$ cat src/rtl/screen_sequencer.sv
// Purpose: on start, draws FRAMES W x H images from a pixel ROM at a latched origin,
//          holds each one for HOLD cycles, then loops or stops, and exits early on userCont.
// Latency: start edge -> LOAD next cycle; romAddr leads plot/x/y by one cycle (ROM read latency).
// Backpressure: none; the VGA/ROM side always accepts a pixel. start is ignored while busy.
//
// Ports:
//   clk, stateReset     - clock and synchronous active-high reset
//   start               - begin a sequence (sampled in IDLE only)
//   x0, y0, frameBase   - origin and memorySel of frame 0, latched on accepted start
//   loopMode            - 1 = wrap to frame 0 after the last frame, 0 = one-shot
//   userCont            - exit request; the frame being drawn is always completed
//   romAddr, memorySel  - pixel ROM address and image select
//   x, y, plot          - VGA write port, one cycle behind romAddr
//   frameIdx, busy, done- current frame, not-IDLE flag, one-cycle end pulse
module screen_sequencer #(
    parameter int X_W    = 8,
    parameter int Y_W    = 7,
    parameter int W      = 160,
    parameter int H      = 120,
    parameter int ADDR_W = 15,
    parameter int FRAMES = 3,
    parameter int SEL_W  = 5,
    parameter int HOLD   = 12500000
) (
    input  logic                            clk,
    input  logic                            stateReset,
    input  logic                            start,
    input  logic [X_W-1:0]                  x0,
    input  logic [Y_W-1:0]                  y0,
    input  logic [SEL_W-1:0]                frameBase,
    input  logic                            loopMode,
    input  logic                            userCont,
    output logic [ADDR_W-1:0]               romAddr,
    output logic [SEL_W-1:0]                memorySel,
    output logic [X_W-1:0]                  x,
    output logic [Y_W-1:0]                  y,
    output logic                            plot,
    output logic [$clog2(FRAMES+1)-1:0]     frameIdx,
    output logic                            busy,
    output logic                            done
);
    localparam int FI_W = $clog2(FRAMES + 1);
    localparam int CW   = $clog2(W + 1);
    localparam int RW   = $clog2(H + 1);
    localparam int HW   = $clog2(HOLD + 1);

    localparam logic [CW-1:0]     COL_LAST   = CW'(W - 1);
    localparam logic [ADDR_W-1:0] ADDR_LAST  = ADDR_W'(W * H - 1);
    localparam logic [HW-1:0]     HOLD_LAST  = HW'(HOLD - 1);
    localparam logic [FI_W-1:0]   FRAME_LAST = FI_W'(FRAMES - 1);

    typedef enum logic [2:0] {
        S_IDLE,
        S_LOAD,
        S_DRAW,
        S_HOLD,
        S_DONE
    } state_t;

    state_t            state_q, state_d;

    logic [CW-1:0]     col_q;
    logic [RW-1:0]     row_q;
    logic [HW-1:0]     hold_q;
    logic [X_W-1:0]    x0_q;
    logic [Y_W-1:0]    y0_q;
    logic [SEL_W-1:0]  base_q;
    logic              loop_q;
    logic              exit_q;

    logic              draw_last;
    logic              hold_last;
    logic              frame_last;
    logic              exit_now;
    logic [FI_W-1:0]   next_frame;

    assign draw_last  = (romAddr == ADDR_LAST);
    assign hold_last  = (hold_q == HOLD_LAST);
    assign frame_last = (frameIdx == FRAME_LAST);
    // A request in the current cycle counts as well as a remembered one, so a
    // HOLD-cycle keypress reaches DONE on the very next cycle.
    assign exit_now   = exit_q | userCont;
    assign next_frame = frame_last ? '0 : frameIdx + 1'b1;

    always_ff @(posedge clk) begin
        if (stateReset) begin
            state_q <= S_IDLE;
        end else begin
            state_q <= state_d;
        end
    end

    always_comb begin
        state_d = state_q;
        busy    = 1'b1;
        done    = 1'b0;
        case (state_q)
            S_IDLE: begin
                busy = 1'b0;
                if (start) begin
                    state_d = S_LOAD;
                end
            end
            S_LOAD: state_d = S_DRAW;
            S_DRAW: begin
                // The frame is always finished; exit is honoured only after the last address.
                if (draw_last) begin
                    state_d = exit_now ? S_DONE : S_HOLD;
                end
            end
            S_HOLD: begin
                if (exit_now) begin
                    state_d = S_DONE;
                end else if (hold_last) begin
                    state_d = (frame_last && !loop_q) ? S_DONE : S_LOAD;
                end
            end
            S_DONE: begin
                done    = 1'b1;
                state_d = S_IDLE;
            end
            default: state_d = S_IDLE;
        endcase
    end

    always_ff @(posedge clk) begin
        if (stateReset) begin
            romAddr   <= '0;
            memorySel <= '0;
            x         <= '0;
            y         <= '0;
            plot      <= 1'b0;
            frameIdx  <= '0;
            col_q     <= '0;
            row_q     <= '0;
            hold_q    <= '0;
            x0_q      <= '0;
            y0_q      <= '0;
            base_q    <= '0;
            loop_q    <= 1'b0;
            exit_q    <= 1'b0;
        end else begin
            // Pixel stage: the ROM data for this address appears next cycle.
            plot <= (state_q == S_DRAW);
            if (state_q == S_DRAW) begin
                x <= x0_q + X_W'(col_q);
                y <= y0_q + Y_W'(row_q);
            end

            if (state_q == S_DONE) begin
                exit_q <= 1'b0;
            end else if (userCont && state_q != S_IDLE) begin
                exit_q <= 1'b1;
            end

            if (state_q == S_IDLE && start) begin
                x0_q      <= x0;
                y0_q      <= y0;
                base_q    <= frameBase;
                loop_q    <= loopMode;
                frameIdx  <= '0;
                memorySel <= frameBase;
            end

            // Frame number and select change only on the HOLD->LOAD edge, so they
            // are stable for a whole LOAD+DRAW+HOLD pass.
            if (state_q == S_HOLD && state_d == S_LOAD) begin
                frameIdx  <= next_frame;
                memorySel <= base_q + SEL_W'(next_frame);
            end

            // Clearing on entry makes romAddr read 0 during LOAD itself.
            if (state_d == S_LOAD) begin
                col_q   <= '0;
                row_q   <= '0;
                romAddr <= '0;
            end else if (state_q == S_DRAW && !draw_last) begin
                romAddr <= romAddr + 1'b1;
                if (col_q == COL_LAST) begin
                    col_q <= '0;
                    row_q <= row_q + 1'b1;
                end else begin
                    col_q <= col_q + 1'b1;
                end
            end

            hold_q <= (state_q == S_HOLD) ? hold_q + 1'b1 : '0;
        end
    end
endmodule
$ cat config.mk
export PLATFORM = sky130hd
export DESIGN_NAME = screen_sequencer
export DESIGN_NICKNAME = d
export VERILOG_FILES = /design/src/rtl/screen_sequencer.sv
export SDC_FILE = /design/constraint.sdc
export NUM_CORES = 1
export LEC_CHECK = 0
export ABC_AREA = 1
export CAP_MARGIN = 0
export CORE_UTILIZATION = 50
export DETAILED_ROUTE_END_ITERATION = 8
export GPL_TIMING_DRIVEN = 1
export PLACE_DENSITY = 0.79
export SLEW_MARGIN = 25
export SYNTH_ARGS = -nofsm -noshare
export SYNTH_HDL_FRONTEND = slang
export SYNTH_SLANG_ARGS = --single-unit
$ cat constraint.sdc
create_clock -name clk -period 5.8 [get_ports clk]
set_input_delay 0.87 -clock clk [delete_from_list [all_inputs] [get_ports clk]]
set_output_delay 0.87 -clock clk [all_outputs]
set_load 0.02 [all_outputs]
==> flow_summary_export.csv, run 1 <==
group,metric,value,unit
run_status,status,"complete, no violations",
floorplan,chipHeight,104,um
clocking,clock-sinks,102,
detailed_routing,drc,0,
cells_and_area,num-fill-cells,891,
cells_and_area,mostFrequentLayoutCell,"nand2_1",
cells_and_area,syn_to_final_growth,17.7,%
power_and_ir_drop,combPwrFrac,13.4,%
timing,finalClockSkew,0.00848,ns
floorplan,core_region_area,0.00995,mm^2
critical_path,worstPathMaxFanout,26,
synth,synth_seq_area_share,39.0,%
clocking,clockBufferDepth,2,
detailed_routing,num_vias,4679,
synth,yosys_warnings,0,
floorplan,die_area,0.0109,mm^2
cells_and_area,fin_util,61.9,%
floorplan,io_pins,65,
job,maxCapViolations,0,
critical_path,worstPathCellList,"clkdlybuf4s50_1 -> nand2_1 -> clkinv_1 -> nand2_1 -> nand2_1 -> nand2_1 -> a21oi_1",
timing,relSlewSlack,40.3,%
synth,syn-num-nets,749,
timing,fmax,0.344,GHz
place,placed_area,0.00596,mm^2
clocking,clk_pin_slew,0.09,ns
synth,synthCells,702,
cells_and_area,fin_area,0.00616,mm^2
timing,rsz0062_at_grt,"false",
power_and_ir_drop,clkPwrFrac,33.0,%
critical_path,critPathCaptureType,"flop",
power_and_ir_drop,irDropWorstVdd,114,uV
power_and_ir_drop,seqPwrFrac,53.6,%
cells_and_area,final_cells,900,
grt,grt_max_degree,37,
critical_path,worst-endpoint-arrival,3.16,ns
clocking,cts_tree,"done",
grt,grt_pass1_vias,4594,
floorplan,die_width,104,um
place,dp.cells,884,
power_and_ir_drop,p_per_area,225,mW/mm^2
grt,antenna_found_initial,0,
clocking,cts-root-buf,"clkbuf_8",
synth,yosys_register_bits,102,
timing,tns,0,ns
timing,slew_violations,0,
floorplan,start_util,52.6,%
critical_path,cp-start-kind,"input pin",
grt,grtUsageTotal,22.5,%
critical_path,cp_slowest_stage_delay,0.76,ns
clocking,numCtsBuffers,9,
power_and_ir_drop,power_leakage,2.37,nW
power_and_ir_drop,intPower,1.01,mW
cells_and_area,multiInputGateArea,0.00276,mm^2
timing,finalCriticalPeriod,2.91,ns
place,routabilityCongestion,0.817,
critical_path,crit_family,"buffers and inverters",
critical_path,critPathBufInv,2,
cells_and_area,seq_area,0.00204,mm^2
detailed_routing,routed_wl,11600,um
cells_and_area,num-nets-final,809,
detailed_routing,ant_nets,0,
clocking,htreeDepth,3,
clocking,post_cts_buffers,0,
critical_path,worstPathRequired,6.05,ns
grt,overflow,0,
critical_path,cp_common_cell,"nand2_1",
grt,grt_pass1_wl,20100,um
timing,hold_violations,0,
critical_path,crit_slowest_cell,"clkinv_1",
timing,setup_viol,0,
detailed_routing,wl_per_cell,12.9,um
power_and_ir_drop,netSwitchingFraction,27.2,%
clocking,cts_resized,0,
critical_path,path_class,"input pin to flop",
clocking,clk_latency,0.37,ns
synth,syn-cell-area,0.00523,mm^2
cells_and_area,num_antenna_cells,0,
detailed_routing,drt-initial-drc-count,183,
detailed_routing,dr.pass1.iters,4,
cells_and_area,layout-drive-gt1-share,10.7,%
timing,min_period_over_period,50.1,%
clocking,postCtsHoldBufs,0,
timing,worst_pin_slew,0.894,ns
synth,syn_area_per_cell,7.46,um^2
place,dp_hpwl,8610,um
cells_and_area,layout_common_cells,"nand2_1, dfxtp_1, inv_1",
place,port-buffer-count,64,
power_and_ir_drop,power,1.39,mW
synth,synth.distinct_cells,37,
floorplan,num_rows,36,
detailed_routing,via_per_inst,5.20,
power_and_ir_drop,p_switching,377,uW
worst_hold_path,hold_class,"flop to flop",
per-layer routing:
layer	track usage (%)	routed length (um)
met1	27.7	5280
met2	38.7	5660
met3	2.82	374
met5	0	0
met4	10.8	262
synthesized netlist by cell type, drive strengths merged:
library cell | instances | area [um^2]
inv | 90 | 338
nand4 | 13 | 81.3
nand3b | 1 | 7.51
ha | 19 | 238
buf | 3 | 37.5
nor4 | 5 | 31.3
nand2 | 147 | 612
clkinv | 3 | 11.3
xnor2 | 13 | 114
dfxtp | 102 | 2040
xor2 | 22 | 193
nor3 | 18 | 116
clkbuf | 13 | 48.8
or2 | 9 | 56.3
a21oi | 68 | 374
o21ai | 29 | 153
nand3 | 38 | 210
nor2 | 97 | 443
fa | 3 | 60.1
o211ai | 2 | 15.0
o21a | 2 | 15.0
a211oi | 2 | 15.0
nor3b | 3 | 22.5
metrics by stage:
stage | hold WS (ns) | setup WS (ns)
finish | 0.458 | 2.89
global route | 0.469 | 2.71
CTS | 0.459 | 2.91
detailed placement | 0.446 | 2.52
global placement | 0.428 | 2.57
floorplan | 0.418 | 3.85
path summary, 6_finish.rpt:
kind                            slack (ns)            to  cells after the start       start
worst max-delay path                  2.89  memorySel[0]                      7       start
worst min-delay path                  0.46     hold_q[0]                      1   hold_q[0]
worst max register to register        3.07   romAddr[13]                     10  state_q[2]
worst min register to register        0.46     hold_q[0]                      1   hold_q[0]
sequential cells by signal, summed over array words and instances, names as in the netlist:
| name | flops |
|---|---|
| x0_q | 8 |
| hold_q | 24 |
| x | 8 |
| plot | 1 |
| romAddr | 15 |
| memorySel | 5 |
| y0_q | 7 |
| exit_q | 1 |
| y | 7 |
| state_q | 3 |
| base_q | 5 |
| row_q | 7 |
| frameIdx | 2 |
| loop_q | 1 |
| col_q | 8 |
final cells by class:
cell class	count	area share, %
Multi-Input combinational cell	491	44.7
Sequential cell	102	33.1
Timing Repair Buffer	65	10.5
Inverter	93	5.66
Tap cell	133	2.70
Clock buffer	11	2.29
Clock inverter	5	0.954
cell families (layout without fill, tap and decap cells):
group                      after synthesis  after routing  synth area share (%)
xor gates and xnor gates                35             35                  5.86
and+or+nand+nor                        331            331                  30.2
DFF                                    102            102                  39.0
adders and majority gates               22             22                  5.69
AOI/OAI and AO/OA                      103            103                  10.9
buffers and inverters                  109            174                  8.32
power by group through the flow:
stage | clock network [mW] | registers [mW] | logic (mW)
6_report | 0.458 | 0.744 | 0.186
5_1_grt | 0.491 | 0.748 | 0.206
4_1_cts | 0.465 | 0.744 | 0.187
3_5_place_dp | 0 | 0.760 | 0.186
3_3_place_gp | 0 | 0.760 | 0.181
2_1_floorplan | 0 | 0.771 | 0.107
Note: power is estimated with default switching activity, not from simulation.
==> inputs of run 2 (changes only) <==
Clock period 5.8 ns to 2.9 ns, I/O delays scaled along.
==> run 2 against run 1 <==
Via count shrank 1.5%. Clock skew grew 0.0091 ns. Utilization grew 0.30 points. Non-clock buffer count grew 4. Hold slack is essentially flat. Sequential share of layout area shrank 0.16 points. Clock power grew 98%. Critical path type is now flop to flop.
==> flow_summary_export.csv, run 2 (same netlist as run 1, synthesis figures left out) <==
group,metric,value,unit
cells_and_area,fin_area,0.00619,mm^2
cells_and_area,top_register,"hold_q",
floorplan,chipHeight,104,um
run_status,status,"complete, no violations",
detailed_routing,drc,0,
cells_and_area,largest_reg_flops,24,
timing,rsz0062_at_grt,"false",
place,placed_area,0.00599,mm^2
cells_and_area,num_antenna_cells,0,
critical_path,worstPathMaxFanout,5,
detailed_routing,dr.pass1.iters,4,
clocking,htreeDepth,3,
critical_path,worst-endpoint-arrival,2.35,ns
power_and_ir_drop,clkPwrFrac,32.7,%
clocking,postCtsHoldBufs,0,
place,routabilityCongestion,0.836,
detailed_routing,drt-initial-drc-count,214,
timing,hold_violations,0,
power_and_ir_drop,seqPwrFrac,53.6,%
timing,tns,0,ns
detailed_routing,wl_per_cell,12.8,um
critical_path,r2r_start,"row_q[0]",
power_and_ir_drop,irDropWorstVdd,258,uV
clocking,clk_pin_slew,0.10,ns
place,port-buffer-count,64,
cells_and_area,mostFrequentLayoutCell,"nand2_1",
clocking,clockBufferDepth,2,
clocking,numCtsBuffers,9,
floorplan,die_area,0.0109,mm^2
grt,antenna_found_initial,0,
clocking,cts-root-buf,"clkbuf_8",
cells_and_area,reg.largest.list,"hold_q: 24 flops, romAddr: 15 flops",
grt,grt_pass1_wl,20200,um
clocking,cts_resized,0,
floorplan,core_region_area,0.00995,mm^2
critical_path,crit_slowest_cell,"dfxtp_1",
clocking,clk_latency,0.38,ns
detailed_routing,via_per_inst,5.10,
critical_path,cp_slowest_stage_delay,0.44,ns
place,dp_hpwl,8560,um
clocking,post_cts_buffers,0,
floorplan,start_util,52.6,%
critical_path,cp-start-kind,"flop",
floorplan,die_width,104,um
cells_and_area,layout_common_cells,"nand2_1, dfxtp_1, inv_1",
detailed_routing,num_vias,4610,
critical_path,crit_path_start,"row_q[0]",
power_and_ir_drop,intPower,2.03,mW
timing,finalClockSkew,0.0176,ns
critical_path,critPathCaptureType,"flop",
grt,grt_max_degree,31,
cells_and_area,layout-drive-gt1-share,11.2,%
power_and_ir_drop,combPwrFrac,13.7,%
grt,grt_pass1_vias,4471,
timing,min_period_over_period,71.9,%
timing,relSlewSlack,55.3,%
timing,finalCriticalPeriod,2.08,ns
floorplan,io_pins,65,
detailed_routing,ant_nets,0,
worst_hold_path,hold_class,"flop to flop",
critical_path,path_class,"flop to flop",
power_and_ir_drop,p_switching,747,uW
clocking,clock-sinks,102,
timing,setup_viol,0,
cells_and_area,syn_to_final_growth,18.3,%
clocking,cts_tree,"done",
timing,worst_pin_slew,0.670,ns
power_and_ir_drop,netSwitchingFraction,26.9,%
timing,slew_violations,0,
grt,grtUsageTotal,22.6,%
job,maxCapViolations,0,
cells_and_area,num-nets-final,813,
power_and_ir_drop,p_per_area,448,mW/mm^2
power_and_ir_drop,power_leakage,2.39,nW
critical_path,worstPathCellList,"ha_1 -> inv_1 -> fa_1 -> o21ai_0 -> a21oi_1 -> nor2_1 -> nor2_1 -> xor2_1 -> o21ai_0 -> inv_1",
grt,overflow,0,
critical_path,worstPathRequired,3.17,ns
detailed_routing,routed_wl,11600,um
worst_hold_path,hold_start,"hold_q[0]",
timing,fmax,0.480,GHz
floorplan,num_rows,36,
critical_path,reg2reg_setup_slack,0.82,ns
## run 2: cell count changes in the layout (fill, tap and decap cells not counted)
cell   change
buf_4      +4
## run 2: area by class of cell
class                           instances  area, um^2
Clock buffer                           11         141
Sequential cell                       102        2040
Timing Repair Buffer                   69         678
Tap cell                              133         166
Multi-Input combinational cell        491        2760
Fill cell                             877        3760
Inverter                               93         349
Clock inverter                          5        58.8
## run 2: worst paths after layout
path / end / cells after the start
setup / recovery: y[6] / 10
hold / removal: hold_q[0] / 1
setup reg to reg: y[6] / 10
hold reg to reg: hold_q[0] / 1
## run 2: per-stage QoR
| stage | setup slack, ns | utilization (%) | hold slack, ns | cells | total power, mW |
|---|---|---|---|---|---|
| floorplan | 1.03 | - | 0.418 | 702 | 1.76 |
| global placement | 0.747 | 60.2 | 0.429 | 888 | 1.89 |
| detailed placement | 0.651 | 60.2 | 0.446 | 888 | 1.90 |
| CTS | 0.828 | 62.2 | 0.462 | 904 | 2.80 |
| global route | 0.585 | 62.2 | 0.479 | 904 | 2.90 |
| finish | 0.816 | 62.2 | 0.458 | 904 | 2.78 |
## run 2: critical path, delay by kind of cell (launching register included)
family / cells / cell delay (ns)
xor+xnor: 1 / 0.13
simple gates: 2 / 0.14
fa+ha+maj: 2 / 0.60
flops: 1 / 0.44
buf+inv: 2 / 0.11
compound gates: 3 / 0.56
## run 2: power by group through the flow
stage | registers, mW | logic [mW] | clock network [mW]
final | 1.49 | 0.381 | 0.908
after global routing | 1.50 | 0.420 | 0.988
after CTS | 1.49 | 0.382 | 0.927
after detailed placement | 1.52 | 0.379 | 0
after global placement | 1.52 | 0.372 | 0
after floorplan | 1.54 | 0.215 | 0
## run 2: metal layers
metal / share of wire [%] / track usage, % / up-vias / wire [um]
met5: 0 / 0 / - / 0
met1: 47 / 28.9 / 2125 / 5420
met3: 3.7 / 2.88 / 17 / 428
li1: - / - / 2383 / -
met4: 1.6 / 10.0 / 0 / 190
met2: 48 / 37.9 / 85 / 5560
==> inputs of run 3 (changes only) <==
Clock period 2.9 ns to 2.02 ns, I/O delays scaled along.
==> run 3 against run 2 <==
Clock power is 30% higher. Maximum frequency is 7.7% higher. Sequential cell count stayed put. Sequential share of layout area is 0.94 points lower. Global-route usage is 0.33 points higher. Clock-buffer cell count is 2 lower. Via count is 2.4% higher. Routed wire length is 5.2% higher. The run now ends with DRC left. Critical path depth stayed put.
==> flow_summary_export.csv, run 3 (same netlist as run 1, synthesis figures left out) <==
group,metric,value,unit
floorplan,chipHeight,104,um
timing,finalClockSkew,0.0148,ns
cells_and_area,num-nets-final,832,
cells_and_area,num-fill-cells,857,
grt,overflow,0,
timing,whs,0.428,ns
timing,relSlewSlack,52.2,%
detailed_routing,routed_wl,12200,um
cells_and_area,layout_common_cells,"nand2_1, dfxtp_1, inv_1",
timing,worst_pin_slew,0.717,ns
job,maxCapViolations,0,
critical_path,crit_family,"simple AND/OR/NAND/NOR gates",
cells_and_area,top_register,"hold_q",
critical_path,worst-endpoint-arrival,2.19,ns
worst_hold_path,hold_class,"flop to flop",
critical_path,cp-start-kind,"flop",
timing,fmax,0.517,GHz
timing,tns,0,ns
clocking,numCtsBuffers,9,
power_and_ir_drop,power,3.90,mW
critical_path,critPathBufInv,2,
detailed_routing,via_per_inst,5.12,
timing,finalCriticalPeriod,1.93,ns
floorplan,die_area,0.0109,mm^2
floorplan,io_pins,65,
detailed_routing,drc,1,
cells_and_area,final_cells,922,
critical_path,worstPathMaxFanout,7,
floorplan,start_util,52.6,%
cells_and_area,largest_reg_flops,24,
cells_and_area,layout-drive-gt1-share,15.0,%
place,dp_hpwl,9060,um
run_status,violations,"DRC",
grt,antenna_found_initial,0,
grt,grtUsageTotal,22.9,%
detailed_routing,ant_nets,0,
clocking,clk_pin_slew,0.09,ns
power_and_ir_drop,p_per_area,612,mW/mm^2
run_status,status,"finished, violations left",
place,port-buffer-count,64,
critical_path,worstPathCellList,"ha_2 -> nand3_2 -> clkinv_1 -> nand2_4 -> o21ai_4 -> buf_4 -> nor3_4 -> nand3_1 -> nor2_1 -> nor3b_2",
grt,grt_pass1_vias,4607,
power_and_ir_drop,irDropWorstVdd,347,uV
timing,min_period_over_period,95.8,%
cells_and_area,reg.largest.list,"hold_q: 24 flops, romAddr: 15 flops",
critical_path,cp_slowest_stage_delay,0.33,ns
place,routabilityCongestion,0.866,
place,dp.cells,906,
power_and_ir_drop,power_leakage,2.52,nW
clocking,cts-root-buf,"clkbuf_8",
detailed_routing,wl_per_cell,13.2,um
critical_path,path_class,"flop to flop",
cells_and_area,num_antenna_cells,0,
floorplan,die_width,104,um
grt,grt_max_degree,27,
detailed_routing,num_vias,4720,
detailed_routing,dr.pass1.iters,9,
timing,hold_violations,0,
clocking,clock-sinks,102,
clocking,cts_tree,"done",
cells_and_area,mostFrequentLayoutCell,"nand2_1",
floorplan,num_rows,36,
timing,slew_violations,0,
clocking,clockBufferDepth,2,
timing,setup_viol,0,
clocking,postCtsHoldBufs,0,
critical_path,critPathCaptureType,"flop",
cells_and_area,syn_to_final_growth,21.9,%
grt,grt_pass1_wl,20500,um
detailed_routing,drt-initial-drc-count,165,
critical_path,crit_slowest_cell,"dfxtp_1",
critical_path,worstPathRequired,2.28,ns
clocking,htreeDepth,3,
floorplan,core_region_area,0.00995,mm^2
clocking,clk_latency,0.38,ns
run 3: repair_timing:
item / CTS / global route
buffers inserted: 0 / 0
resized for setup: 0 / 20
endpoints found under the setup margin: 0 / 37
run 3: path summary, 6_finish.rpt:
kind	from	endpoint	slack, ns	depth (start not counted)
worst max-delay path	romAddr[0]	row_q[3]	0.09	10
worst min-delay path	hold_q[0]	hold_q[0]	0.43	1
worst max register to register	romAddr[0]	row_q[3]	0.09	10
worst min register to register	hold_q[0]	hold_q[0]	0.43	1
run 3: through the flow:
stage	worst slack [ns]	cell area (um^2)	util, %
2_1_floorplan	0.148	5230	-
3_3_place_gp	0.0620	6130	61.6
3_5_place_dp	0.0313	6130	61.6
4_1_cts	0.0382	6300	63.3
5_1_grt	-0.0160	6380	64.1
6_report	0.0852	6380	64.1
run 3: worst reg2reg max path, cell delays in order, from the launching register on:
cell      delay (ns)
dfxtp_1         0.33
ha_2            0.19
nand3_2         0.11
clkinv_1        0.11
nand2_4         0.10
o21ai_4         0.10
buf_4           0.17
nor3_4          0.30
nand3_1         0.19
nor2_1          0.17
nor3b_2         0.06
run 3: where the power goes:
part	internal, mW	switching [mW]	total [mW]	leakage (nW)
clock	0.450	0.734	1.18	0.0821
combinational	0.240	0.339	0.578	1.61
sequential	2.09	0.0509	2.14	0.828
run 3: layer usage:
metal / routed length [um] / vias up / global-route usage [%]
li1: - / 2417 / -
met4: 250 / 0 / 8.98
met2: 5940 / 116 / 39.3
met1: 5480 / 2164 / 28.4
met5: 0 / - / 0
met3: 531 / 23 / 3.88
run 3: cell type report:
class | instances | area (um^2) | share of cell area (%)
inverters | 93 | 349 | 5.47
well taps | 133 | 166 | 2.61
clock inverters | 6 | 46.3 | 0.726
multi-input cells | 492 | 2840 | 44.5
clock buffers | 9 | 124 | 1.94
repair buffers | 87 | 813 | 12.8
flip-flops and latches | 102 | 2040 | 32.0
